--- src/rtl/regfile_wr_arbiter.sv ---
// rtl/regfile_wr_arbiter.sv - round-robin write arbiter and read-select steering for a two-entry register file
// Optional write-to-read forwarding of the pending write is enabled by defining RFARB_BYPASS_EN.
module regfile_wr_arbiter #(
  parameter int DW = 32,
  parameter int CW = 8
) (
  input  logic          clk,
  input  logic          reset,
  input  logic          req0_valid,
  output logic          req0_ready,
  input  logic          req0_sel,
  input  logic [DW-1:0] req0_data,
  input  logic          req1_valid,
  output logic          req1_ready,
  input  logic          req1_sel,
  input  logic [DW-1:0] req1_data,
  input  logic          rd_sel1,
  input  logic          rd_sel2,
  output logic          rf_wr,
  output logic          rf_seti,
  output logic [DW-1:0] rf_input,
  output logic          rf_seto1,
  output logic          rf_seto2,
  input  logic [DW-1:0] rf_out1,
  input  logic [DW-1:0] rf_out2,
  output logic [DW-1:0] rd_data1,
  output logic [DW-1:0] rd_data2,
  output logic [CW-1:0] conflict_cnt
);

  localparam logic [CW-1:0] CNT_MAX = {CW{1'b1}};
  localparam logic [CW-1:0] CNT_ONE = {{(CW-1){1'b0}}, 1'b1};

  // prio = 1 means requester 1 wins the next conflict.
  logic prio;
  logic both;

  assign both = req0_valid & req1_valid;

  always_comb begin
    req0_ready = reset & req0_valid & (~req1_valid | ~prio);
    req1_ready = reset & req1_valid & (~req0_valid | prio);
  end

  always_ff @(posedge clk or negedge reset) begin
    if (!reset) begin
      prio         <= 1'b0;
      rf_wr        <= 1'b0;
      rf_seti      <= 1'b0;
      rf_input     <= '0;
      conflict_cnt <= '0;
    end else begin
      if (req0_ready) begin
        rf_wr    <= 1'b1;
        rf_seti  <= req0_sel;
        rf_input <= req0_data;
      end else if (req1_ready) begin
        rf_wr    <= 1'b1;
        rf_seti  <= req1_sel;
        rf_input <= req1_data;
      end else begin
        rf_wr <= 1'b0;
      end
      // Only a contested grant moves the round-robin pointer.
      if (both) begin
        prio <= ~prio;
        if (conflict_cnt != CNT_MAX) conflict_cnt <= conflict_cnt + CNT_ONE;
      end
    end
  end

  assign rf_seto1 = rd_sel1;
  assign rf_seto2 = rd_sel2;

`ifdef RFARB_BYPASS_EN
  assign rd_data1 = (rf_wr && (rf_seti == rd_sel1)) ? rf_input : rf_out1;
  assign rd_data2 = (rf_wr && (rf_seti == rd_sel2)) ? rf_input : rf_out2;
`else
  assign rd_data1 = rf_out1;
  assign rd_data2 = rf_out2;
`endif

endmodule

--- config.mk ---
export PLATFORM = sky130hd
export DESIGN_NAME = regfile_wr_arbiter
export DESIGN_NICKNAME = d
export VERILOG_FILES = /design/src/rtl/regfile_wr_arbiter.sv
export SDC_FILE = /design/constraint.sdc
export NUM_CORES = 1
export LEC_CHECK = 0
export ABC_AREA = 1
export ABC_CLOCK_PERIOD_IN_PS = 2230
export BUFFER_PORTS_ARGS = -buffer_cell sky130_fd_sc_hd__buf_4
export CAP_MARGIN = 25
export CORE_AREA = 3 3 94 96
export DETAILED_ROUTE_END_ITERATION = 8
export DIE_AREA = 0 0 97 99
export GPL_ROUTABILITY_DRIVEN = 0
export PLACE_DENSITY = 0.73
export SKIP_CTS_REPAIR_TIMING = 1
export SLEW_MARGIN = 20
export SYNTH_ARGS = -nofsm -noshare
export SYNTH_HDL_FRONTEND = slang
export SYNTH_SLANG_ARGS = --single-unit
--- constraint.sdc ---
create_clock -name clk -period 2.23 [get_ports clk]
set_input_delay 0.5575 -clock clk [delete_from_list [all_inputs] [get_ports clk]]
set_output_delay 0.5575 -clock clk [all_outputs]
set_load 0.005 [all_outputs]
==> run_results.csv <==
group,metric,value,unit
logic_synthesis,yosysMostFrequentCell,"nand2_1",
global_routing,grtUsageMet1,17.0,%
sta,max_freq,628,MHz
global_routing,gr-usage-all-layers,14.2,%
critical_path,crit_chain,"nand2_1 -> nand3_2 -> inv_1 -> buf_4",
logic_synthesis,ys_types,18,
sta,relSlewSlack,75.5,%
critical_path,path_max_fanout,3,
die,die_w,97,microns
die,ios,246,
logic_synthesis,yosysSeqAreaShare,38.9,%
logic_synthesis,synthesis.instances,387,
layout,area_delta_synth_final,21.2,%
logic_synthesis,yosys_warnings,0,
drt,viasPerCell,4.58,
worst_hold_path,holdCritPathClass,"in -> async",
critical_path,crit_type,"reg -> out",
cts,clock_latency,0.29,ns
run_status,status,"completed",
global_routing,grt_use_met3,5.24,%
sta,finClkSkew,0.00736,ns
cts,cts_tree,"done",
drt,wl,6820,microns
sta,whs,0.264,ns
place,hpwl,5320,microns
cts,cts_buffer_depth,2,
drt,drcViolationCount,0,
drt,dr.first_iter.drc_count,49,
global_routing,use_met2,23.1,%
logic_synthesis,synth_nets,524,
die,std_cell_rows,33,
cts,cts-root-buf,"clkbuf_8",
critical_path,slowest_stage,"dfrtp_1",
drt,wl_per_cell,12.6,microns
critical_path,start_kind,"flop",
global_routing,grt_pass1_vias,2439,
logic_synthesis,synth.top_cells.by_count,"95 x nand2_1, 71 x buf_4, 43 x dfrtp_1, 43 x inv_1, 42 x nor2_1",
critical_path,reg2reg_setup_slack,0.71,ns
critical_path,cp_data_arrival_time,1.04,ns
power,powerDensity,684,nW/um^2
logic_synthesis,synth_flop_cell,"dfrtp_1",
logic_synthesis,synth.avg_cell_area,7.15,sq um
drt,dr.pass1.iters,4,
layout,nFillCells,838,
logic_synthesis,netlist_area,2770,sq um
drt,final_antenna_net_count,0,
layout,nets,571,
critical_path,critical_path.max_stage_delay,0.40,ns
logic_synthesis,synth_edf_count,0,
die,start_util,34.0,%
place,io_buffers,113,
critical_path,critPathCaptureType,"output pin",
power,p_leak,1.89,nW
sta,rsz0062_at_grt,"false",
logic_synthesis,synth.area.top_cells,"dfrtp_1 39%, buf_4 19%, nand2_1 13%, nand3_1 6.7%, inv_1 5.8%",
sta,setup_viol,0,
global_routing,grt_pass1_wl,11400,microns
layout,antennaDiodeCount,0,
sta,finalSetupTns,0,ns
global_routing,gr-total-overflow,0,
cts,clkSinkCount,43,
drt,vias,2473,
logic_synthesis,synthArstFlopShare,100,%
logic_synthesis,synth_top_area_share,38.9,%
critical_path,crit_family,"flip-flops",
run,maxCapViolCount,0,
cts,cts_buffers,5,
critical_path,worstPathRequired,1.67,ns
die,die_y,99,microns
sta,tightest_slew,0.367,ns
layout,drive_above_1_share,30.3,%
global_routing,grt_max_degree,38,
power,ir_worst_vdd,0.209,mV
die,core-area,8130,sq um
global_routing,top_usage_layer,"met2",
sta,maxSlewViolCount,0,
cts,cts.htree.levels,2,
cts,clk_pin_slew,0.08,ns
logic_synthesis,synth_area_leader_cell,"dfrtp_1",
sta,fin_crit,1.59,ns
logic_synthesis,ys_seq_elements,43,
sta,hold_violations,0,
die,fp.dieArea,9600,sq um
sta,finalCritPeriodShare,71.4,%
global_routing,antenna_found_initial,0,
critical_path,cp.buffers_inverters,2,
layout,fin_util,41.2,%
cell families after synthesis:
family                   after synthesis  share of synthesized area [%]
flip-flops                            43                           38.9
XOR/XNOR                               3                          0.950
AO/OA/AOI/OAI                         37                           6.78
adder cells (fa/ha/maj)                1                          0.452
buffers and inverters                125                           26.7
AND/OR/NAND/NOR                      178                           26.2
report_power, final:
part,leakage [nW],internal [mW],switching [mW]
Clock,0.0515,0.283,0.260
Sequential,0.529,0.926,0.121
Combinational,1.31,0.386,0.317
Total,1.89,1.59,0.698
final timing paths:
path / from / endpoint / cells after the start
worst min register to register: conflict_cnt[7]$_DFFE_PN0P_ / conflict_cnt[7]$_DFFE_PN0P_ / 2
worst min-delay path: reset / prio$_DFFE_PN0P_ / 2
max in group asynchronous: reset / rf_input[20]$_DFFE_PN0P_ / 2
worst max-delay path: prio$_DFFE_PN0P_ / req0_ready / 4
min in group clk: conflict_cnt[7]$_DFFE_PN0P_ / conflict_cnt[7]$_DFFE_PN0P_ / 2
worst max register to register: conflict_cnt[0]$_DFFE_PN0P_ / conflict_cnt[5]$_DFFE_PN0P_ / 8
cell usage in the layout (no fill, tap or decap), drive strengths merged:
cell type,n
a21o,1
a21oi,2
buf,122
clkbuf,8
dfrtp,43
ha,1
inv,43
nand2,97
nand3,37
nand4,2
nor2,42
o21ai,34
xnor2,1
xor2,2
state kept, by name, summed over array words and instances (netlist names):
signal	cells
prio	1
rf_wr	1
rf_input	32
rf_seti	1
conflict_cnt	8
per-layer routing:
metal	part of all wire, %	wire (microns)	up-vias
met4	2.5	170	0
met5	0	0	-
met1	41	2770	1115
li1	-	-	1214
met2	47	3220	117
met3	9.7	663	27
stage by stage:
step	std cells	power [mW]	setup WS [ns]	instance area, sq um
6_report	540	2.29	0.637	3350
5_1_grt	540	2.46	0.544	3350
4_1_cts	540	2.33	0.614	3350
3_5_place_dp	532	1.78	0.567	3250
3_3_place_gp	532	1.76	0.598	3250
2_1_floorplan	387	1.45	0.580	2770
final cells by class:
cell class,instances,area (sq um),area share (%)
clock buffer,8,100,2.99
tap,105,131,3.92
multi-input combinational,219,956,28.5
timing repair buffer,122,928,27.7
sequential,43,1080,32.1
inverter,43,161,4.81
Power figures use the tool's default switching activity.
